==> src/rtl/clusterv_sram_init_pkg.sv <==
// Shared types and helpers for the tile-side SRAM initiator.
// Holds the canonical request layout for the default port geometry and
// a constant-evaluable log2 used to size FIFO pointers and credit counters.
package clusterv_sram_init_pkg;

  localparam int ADR_W = 8;
  localparam int DAT_W = 32;
  localparam int SEL_W = DAT_W / 8;

  typedef struct packed {
    logic             we;
    logic [ADR_W-1:0] addr;
    logic [SEL_W-1:0] sel;
    logic [DAT_W-1:0] wdata;
  } req_t;

  // Ceiling log2; returns 0 for values <= 1.
  function automatic int clog2(input int value);
    int r;
    r = 0;
    for (int i = 0; i < 31; i++) begin
      if ((1 << i) < value) r = i + 1;
    end
    return r;
  endfunction

endpackage

==> src/rtl/clusterv_sram_rsp_fifo.sv <==
// Purpose: synchronous WIDTH x DEPTH FIFO with count, used on tile response paths.
// Latency: pushed data is visible on pop_dat/pop_vld the cycle after the push edge.
// Backpressure: pop only when pop_vld & pop_rdy; the producer must respect credit (overflow asserts).
module clusterv_sram_rsp_fifo
  import clusterv_sram_init_pkg::*;
#(
  parameter int WIDTH = 32,
  parameter int DEPTH = 4
) (
  input  logic                   clock,
  input  logic                   reset,
  input  logic                   push_vld,
  input  logic [WIDTH-1:0]       push_dat,
  input  logic                   pop_rdy,
  output logic                   pop_vld,
  output logic [WIDTH-1:0]       pop_dat,
  output logic [clog2(DEPTH):0]  count
);

  localparam int PW = clog2(DEPTH);
  localparam int CW = PW + 1;

  logic [WIDTH-1:0] mem [DEPTH];
  logic [PW-1:0]    wr_ptr;
  logic [PW-1:0]    rd_ptr;
  logic [CW-1:0]    cnt;
  logic             pop;
  logic             full;

  assign pop     = pop_vld & pop_rdy;
  assign full    = (cnt == CW'(DEPTH));
  assign pop_vld = (cnt != '0);
  assign pop_dat = mem[rd_ptr];
  assign count   = cnt;

  // Storage needs no reset: entries are only observed once counted in.
  always_ff @(posedge clock) begin
    if (push_vld) mem[wr_ptr] <= push_dat;
  end

  // Pointers wrap naturally at the power-of-two depth; push+pop leaves cnt unchanged.
  always_ff @(posedge clock or negedge reset) begin
    if (!reset) begin
      wr_ptr <= '0;
      rd_ptr <= '0;
      cnt    <= '0;
    end else begin
      if (push_vld) wr_ptr <= wr_ptr + PW'(1);
      if (pop)      rd_ptr <= rd_ptr + PW'(1);
      cnt <= cnt + CW'(push_vld) - CW'(pop);
    end
  end

  a_no_overflow: assert property (@(posedge clock) disable iff (!reset) !(push_vld && full && !pop));

endmodule

==> src/rtl/clusterv_sram_initiator.sv <==
// Purpose: turns a valid/ready request stream into byte-enable SRAM cycles; reads return in order.
// Latency: request accept edge E0 -> SRAM cmd at E0, read data on rsp_valid from E2 (empty FIFO).
// Backpressure: req_ready is a registered credit (reads in flight + FIFO < RSP_DEPTH); writes posted.
// Optional counters: define CLUSTERV_SRAM_INITIATOR_STATS_EN, otherwise stat_* read as zero.
module clusterv_sram_initiator
  import clusterv_sram_init_pkg::*;
#(
  parameter int ADR_WIDTH = 8,
  parameter int DAT_WIDTH = 32,
  parameter int RSP_DEPTH = 4
) (
  input  logic                   clock,
  input  logic                   reset,
  input  logic                   req_valid,
  output logic                   req_ready,
  input  logic                   req_we,
  input  logic [ADR_WIDTH-1:0]   req_addr,
  input  logic [DAT_WIDTH/8-1:0] req_sel,
  input  logic [DAT_WIDTH-1:0]   req_wdata,
  output logic                   rsp_valid,
  input  logic                   rsp_ready,
  output logic [DAT_WIDTH-1:0]   rsp_rdata,
  output logic [ADR_WIDTH-1:0]   i_addr,
  output logic                   i_write_en,
  output logic [DAT_WIDTH/8-1:0] i_byte_en,
  output logic [DAT_WIDTH-1:0]   i_write_data,
  input  logic [DAT_WIDTH-1:0]   i_read_data,
  output logic [31:0]            stat_rd,
  output logic [31:0]            stat_wr,
  output logic [31:0]            stat_stall
);

  localparam int CNT_WIDTH = clog2(RSP_DEPTH) + 1;

  logic                 req_ready_q;
  logic                 req_acc;
  logic                 rd_acc;
  logic                 s1_rd;
  logic                 s2_rd;
  logic                 rsp_pop;
  logic [CNT_WIDTH-1:0] fifo_count;
  logic [CNT_WIDTH-1:0] out_now;
  logic [CNT_WIDTH-1:0] out_next;

  assign req_ready = req_ready_q;
  assign req_acc   = req_valid & req_ready_q;
  assign rd_acc    = req_acc & ~req_we;
  assign rsp_pop   = rsp_valid & rsp_ready;

  // S1: command register driving the SRAM; address/data hold when idle, write enable pulses.
  always_ff @(posedge clock or negedge reset) begin
    if (!reset) begin
      i_addr       <= '0;
      i_write_en   <= 1'b0;
      i_byte_en    <= '0;
      i_write_data <= '0;
      s1_rd        <= 1'b0;
    end else begin
      i_write_en <= req_acc & req_we;
      s1_rd      <= rd_acc;
      if (req_acc) begin
        i_addr       <= req_addr;
        i_byte_en    <= req_we ? req_sel : '1;
        i_write_data <= req_wdata;
      end
    end
  end

  // S2: marks the cycle in which the SRAM returns data for the read sampled from S1.
  always_ff @(posedge clock or negedge reset) begin
    if (!reset) s2_rd <= 1'b0;
    else        s2_rd <= s1_rd;
  end

  // Every read in S1, S2 or the FIFO holds one credit; accept and pop in one cycle cancel.
  assign out_now  = fifo_count + CNT_WIDTH'(s1_rd) + CNT_WIDTH'(s2_rd);
  assign out_next = out_now + CNT_WIDTH'(rd_acc) - CNT_WIDTH'(rsp_pop);

  // Registered credit check keeps req_ready free of combinational paths from the handshakes.
  always_ff @(posedge clock or negedge reset) begin
    if (!reset) req_ready_q <= 1'b0;
    else        req_ready_q <= (out_next < CNT_WIDTH'(RSP_DEPTH));
  end

  clusterv_sram_rsp_fifo #(
    .WIDTH (DAT_WIDTH),
    .DEPTH (RSP_DEPTH)
  ) u_rsp_fifo (
    .clock    (clock),
    .reset    (reset),
    .push_vld (s2_rd),
    .push_dat (i_read_data),
    .pop_rdy  (rsp_ready),
    .pop_vld  (rsp_valid),
    .pop_dat  (rsp_rdata),
    .count    (fifo_count)
  );

`ifdef CLUSTERV_SRAM_INITIATOR_STATS_EN
  logic [31:0] rd_cnt;
  logic [31:0] wr_cnt;
  logic [31:0] stall_cnt;

  // Wrapping event counters: accepted reads, accepted writes, stalled request cycles.
  always_ff @(posedge clock or negedge reset) begin
    if (!reset) begin
      rd_cnt    <= '0;
      wr_cnt    <= '0;
      stall_cnt <= '0;
    end else begin
      if (rd_acc)                   rd_cnt    <= rd_cnt + 32'd1;
      if (req_acc & req_we)         wr_cnt    <= wr_cnt + 32'd1;
      if (req_valid & ~req_ready_q) stall_cnt <= stall_cnt + 32'd1;
    end
  end

  assign stat_rd    = rd_cnt;
  assign stat_wr    = wr_cnt;
  assign stat_stall = stall_cnt;
`else
  assign stat_rd    = '0;
  assign stat_wr    = '0;
  assign stat_stall = '0;
`endif

endmodule
==> config.mk <==
export PLATFORM = sky130hd
export DESIGN_NAME = clusterv_sram_initiator
export DESIGN_NICKNAME = d
export VERILOG_FILES = /design/src/rtl/clusterv_sram_init_pkg.sv /design/src/rtl/clusterv_sram_rsp_fifo.sv /design/src/rtl/clusterv_sram_initiator.sv
export SDC_FILE = /design/constraint.sdc
export NUM_CORES = 1
export LEC_CHECK = 0
export ABC_AREA = 1
export CAP_MARGIN = 20
export CORE_MARGIN = 1
export CORE_UTILIZATION = 42
export CTS_CLUSTER_SIZE = 14
export DETAILED_ROUTE_END_ITERATION = 16
export HOLD_SLACK_MARGIN = 0.1
export PLACE_DENSITY = 0.86
export SYNTH_ARGS = -nofsm -noshare
export SYNTH_HDL_FRONTEND = slang
export SYNTH_SLANG_ARGS = --single-unit
==> constraint.sdc <==
create_clock -name clock -period 1.96 [get_ports clock]
set_input_delay 0.392 -clock clock [delete_from_list [all_inputs] [get_ports clock]]
set_output_delay 0.392 -clock clock [all_outputs]
set_load 0.02 [all_outputs]
* Word-level counts from Yosys, hierarchy flattened
Memory sizes are Yosys's and may differ from the RTL's. Cells that the tools add are included.
Storage, ports and cells: register bits 55, bits in writable memories 128, input port bits 81, logic and storage cells 29, memories kept 1
Cells by class: add/sub/neg operators 8, $lt $le $gt $ge 1, muxes and demuxes 3, bitwise logic cells 5, reductions and logical operators 1
Memories:
- u_rsp_fifo.mem | depth 4, bits a word 32, rd ports 1, clocked after Yosys merged registers in 0, wr ports 1, line clusterv_sram_rsp_fifo.sv:23 | logic [WIDTH-1:0] mem [DEPTH];
Operators with widths (number):
- $add 3x1->3 | 4
- $sub 3x1->3 | 2
- $add 2x1->2 const B | 2
- $and 1x1->1 | 4
- $mux 4 | 1
- $lt 3x3->1 const B | 1
- $reduce_bool 3->1 | 1
- $mux 1 | 2
- $not 1->1 | 1

* Depth between registers and ports, before layout
depth in word-level cells 5, depth in mapped cells 14

* By module
Synthesis repeated with hierarchy kept, for this count alone.
Second synthesis, totals: cell total of the unflattened synthesis 695, area total of the unflattened synthesis 8116.5 um^2
By module, submodules not included:
- clusterv_sram_rsp_fifo | times used 1, cells an instance 458, area each 5454.0 um^2
- clusterv_sram_initiator | times used 1, cells an instance 237, area each 2662.6 um^2

* Worst setup path after synthesis
Ideal clock, no wire load.
kind register to register, start register u_rsp_fifo.cnt[1], in the netlist u_rsp_fifo.count[1], end register req_ready_q, in the netlist req_ready, library setup time 0.116 ns, arrival time 2.151 ns, data required time 1.844 ns, slack -0.307 ns, cell stages (with the launch flop) 15, clock period less this slack 2.267 ns, cell sequence dfrtp_1 inv_2 nand3_1 nand2_1 inv_1 ha_1 inv_1 fa_1 ha_1 nand2_1 inv_1 nand2_1 nand2_1 nand2_1 nand2_1
On the way: elaborated cells on any way between the ends 7
RTL lines:
- from (decl) | line clusterv_sram_rsp_fifo.sv:26 | logic [CW-1:0] cnt;
- from (signal assigned) | line clusterv_sram_rsp_fifo.sv:50 | cnt <= cnt + CW'(push_vld) - CW'(pop);
- $reduce_bool 3->1 | line clusterv_sram_rsp_fifo.sv:32 | assign pop_vld = (cnt != '0);
- via rsp_valid | line clusterv_sram_initiator.sv:20 | output logic rsp_valid,
- $and 1x1->1 | line clusterv_sram_initiator.sv:48 | assign rsp_pop = rsp_valid & rsp_ready;
- via rsp_pop | line clusterv_sram_initiator.sv:40 | logic rsp_pop;
- $sub 3x1->3 | line clusterv_sram_initiator.sv:77 | assign out_next = out_now + CNT_WIDTH'(rd_acc) - CNT_WIDTH'(rsp_pop);
- $lt 3x3->1 | line clusterv_sram_initiator.sv:82 | else req_ready_q <= (out_next < CNT_WIDTH'(RSP_DEPTH));
- to (signal assigned) | line clusterv_sram_initiator.sv:82
- to (decl) | line clusterv_sram_initiator.sv:35 | logic req_ready_q;
The timed path passes the listed nets, and every way through them passes these cells. A chain may end at the register's enable or synchronous reset.

* Final worst setup path
start register u_rsp_fifo.rd_ptr[0], end output rsp_rdata[16]
On the way: word-level cells in the longest chain between the ends 1
RTL lines:
- from (decl) | line clusterv_sram_rsp_fifo.sv:25 | logic [PW-1:0] rd_ptr;
- from (signal assigned) | line clusterv_sram_rsp_fifo.sv:49 | if (pop) rd_ptr <= rd_ptr + PW'(1);
- $mem_v2 4x32
- to (decl) | line clusterv_sram_initiator.sv:22 | output logic [DAT_WIDTH-1:0] rsp_rdata,
Every way passes these cells.

==> results.md <==
- Status: finished, violations left
- Failing checks: negative setup slack
- Net Sw Power: 5840 µW
- DRT Pass-1 Iters: 4
- N_diodes: 0
- Crit-path cells: inv_8 > buf_12 > buf_6 > o21ai_1 > o22ai_2 > buf_6
- H-tree Lvls: 4
- Logic gate share of total power: 46.2%
- Worst-Skew Late Latency: 0.42 ns
- DRC: 0
- Share of layout cells above drive strength 1: between 10% and 20%
- Remaining Overflow, GRT: 0
- Reg power frac: 33.1%
- Layout area overhead: 33.8%
- Power Dens Cells: 1550 mW/mm²
- Max clock buf depth: 2
- Worst EP required: 1.57 ns
- Worst Setup Path Type: reg2out
- # port buffers: 159
- Fmax: 490 MHz
- Synth area leader: edfxtp_1
- Cell-internal power: around 10000 µW
- First-pass GRT wire length: 24600 µm
- Synth area leaders: edfxtp_1, dfrtp_1, buf_4
- Die W: 138 µm
- Die area: 0.0191 mm²
- Min Hold Slack: 0.384 ns
- Number of distinct library cells after synthesis: 22
- Post-DP Area: 0.00949 mm²
- Hold Crit Class: reg2reg
- TritonCTS Buffers: 17
- CP peak stage delay: 0.48 ns
- Maximum VDD drop: 0.000840 V
- Synth top area share: 49.5%
- CP max-delay cell: dfrtp_2
- Final HPWL DP: 10400 µm
- Nets: 869
- CTS root buf: clkbuf_16
- Fin util: 57.7%
- Max cap viols: 0
- Final setup viols: 27
- Num ports: around 260
- Initial DRC Count: 208
- Max-slew violation count: 0
- Die Y: approximately 140 µm
- Crit path launch type: flop
- RSZ-0062 raised after global routing: yes
- CP most frequent cell: buf_6
- Fin crit share: 104%
- Clock power share: just over 20%
- Clk_skew: between 0.008 and 0.009 ns
- Synthesis Warnings: 0
- CP endpoint kind: primary output
- Critical path fanouts, max: 7
- Cell Rows: 49
- Avg Cell Area, Syn: 13.3 µm²
- Final WS setup: -0.0829 ns
- Sw Ratio: 36.3%
- P_leak: 0.00409 µW
- Register area share after synthesis: around two thirds
- Gpl congestion: 0.727
- CTS tree: built
- Reg clk slew, reported paths: 0.07 ns
- Initial Util: 43.1%
- Syn Std Cell Area: between 0.007 and 0.008 mm²
- Pre-CTS setup slack: -0.373 ns
- All-Layer GR Usage: 16.7%
- Antenna violations before repair: 1
- Synth Instances: 586
- Final hold viol count: 0
- Most frequent cells in the layout: edfxtp_1, clkdlybuf4s50_1, conb_1
- Per-cell routed wire length: around 16 µm
- Synth Register Bits: 183
- Largest net degree at the start of global routing: 45
- DRT Wirelength: 16000 µm
- Leading cell type in the layout, fill and taps excluded: edfxtp_1
- DR vias: a little under 5k
- Final Instance Area: 0.0104 mm²
- Number of global-route vias before repair: 4829
- Detail Route Antenna Nets: 0
- Core area: 0.0180 mm²
- Clock Sinks: 183
- FILL cells: 1437
- Vias/cell: about 4.7
- Crit path arrival time: 1.65 ns
- Minimum clock period: 2.04 ns
## flip-flops by register name (all words and copies together), names as in the netlist
register	count
i_write_en	1
u_rsp_fifo.count	3
i_write_data	32
s1_rd	1
u_rsp_fifo.wr_ptr	2
s2_rd	1
i_addr	8
i_byte_en	4
u_rsp_fifo.rd_ptr	2
req_ready	1
u_rsp_fifo.mem	128
## cell families after synthesis
family | share of synthesized area [%]
DFF | 67.2
and+or+nand+nor | 4.94
muxes | 5.80
other | 0.0482
buffers and inverters | 12.5
xor gates and xnor gates | 0.451
AOI/OAI and AO/OA | 7.15
adders and majority gates | 1.96
## critical path: cells and delay by family (launching register included)
| family | cells | cell delay (ns) |
|---|---|---|
| compound gates | 2 | 0.24 |
| buf+inv | 4 | 0.52 |
| flops | 1 | 0.48 |
## cell usage after synthesis
cell      instances
nand3_1           5
mux2_1           40
fa_1              2
xnor2_1           1
edfxtp_1        128
nor2_1           69
conb_1            1
inv_2             4
inv_1            17
buf_2            11
nor2_2            1
buf_6             7
buf_4            97
clkbuf_1          8
o22ai_1          32
nand2_1          25
ha_1              9
a21oi_1           1
dfrtp_1          55
o21ai_0          41
xor2_1            3
o21ai_1          29
## power groups by stage
stage	Sequential (µW)	Clock (µW)	Combinational (µW)
6_report	5330	3330	7440
3_3_place_gp	5330	0	6630
3_5_place_dp	5370	0	6770
2_1_floorplan	5900	0	3250
5_1_grt	5410	3560	7970
4_1_cts	5320	3420	7020
## worst paths after layout
check                                  endpoint  slack [ns]  cells after the start                  from
max                               rsp_rdata[16]       -0.08                      6  u_rsp_fifo.rd_ptr[0]
min                                       s2_rd        0.38                      0                 s1_rd
max reg2reg                           req_ready           0                     13   u_rsp_fifo.count[1]
min reg2reg                               s2_rd        0.38                      0                 s1_rd
max in group asynchronous  u_rsp_fifo.rd_ptr[1]        1.04                      3                 reset
min in group asynchronous       i_write_data[1]        0.41                      2                 reset
## final cells by class
class / instances / area [µm²] / share of cell area [%]
multi-input combinational: 354 / 2130 / 20.5
clock inverter: 14 / 149 / 1.43
timing repair buffer: 200 / 2090 / 20.1
tap: 229 / 287 / 2.76
clock buffer: 18 / 429 / 4.13
inverter: 21 / 88.8 / 0.854
sequential: 183 / 5220 / 50.2
## layer usage
metal | GRT usage, % | up-vias | share of wire, %
li1 | - | 2253 | -
met1 | 18.4 | 2300 | 39
met2 | 29.2 | 253 | 51
met3 | 6.93 | 19 | 9.2
met4 | 5.38 | 2 | 1.4
met5 | 0 | - | 0.081
## what timing repair did
item,CTS,global route
endpoints found under the setup margin,33,35
hold endpoints to repair,12,0
cloned,1,2
buffers inserted,6,2
pin swaps,12,13
hold buffers,1,0
resized for setup,193,52
## metrics by stage
| step | cells | total power, µW | TNS (ns) |
|---|---|---|---|
| after CTS | 1015 | 15800 | -1.74 |
| after detailed placement | 975 | 12100 | -2.41 |
| after global placement | 975 | 12000 | -1.68 |
| final | 1019 | 16100 | -0.812 |
| after floorplan | 681 | 9150 | -0.0859 |
| after global routing | 1019 | 16900 | -3.16 |
Note: power is estimated with default switching activity, not from simulation.
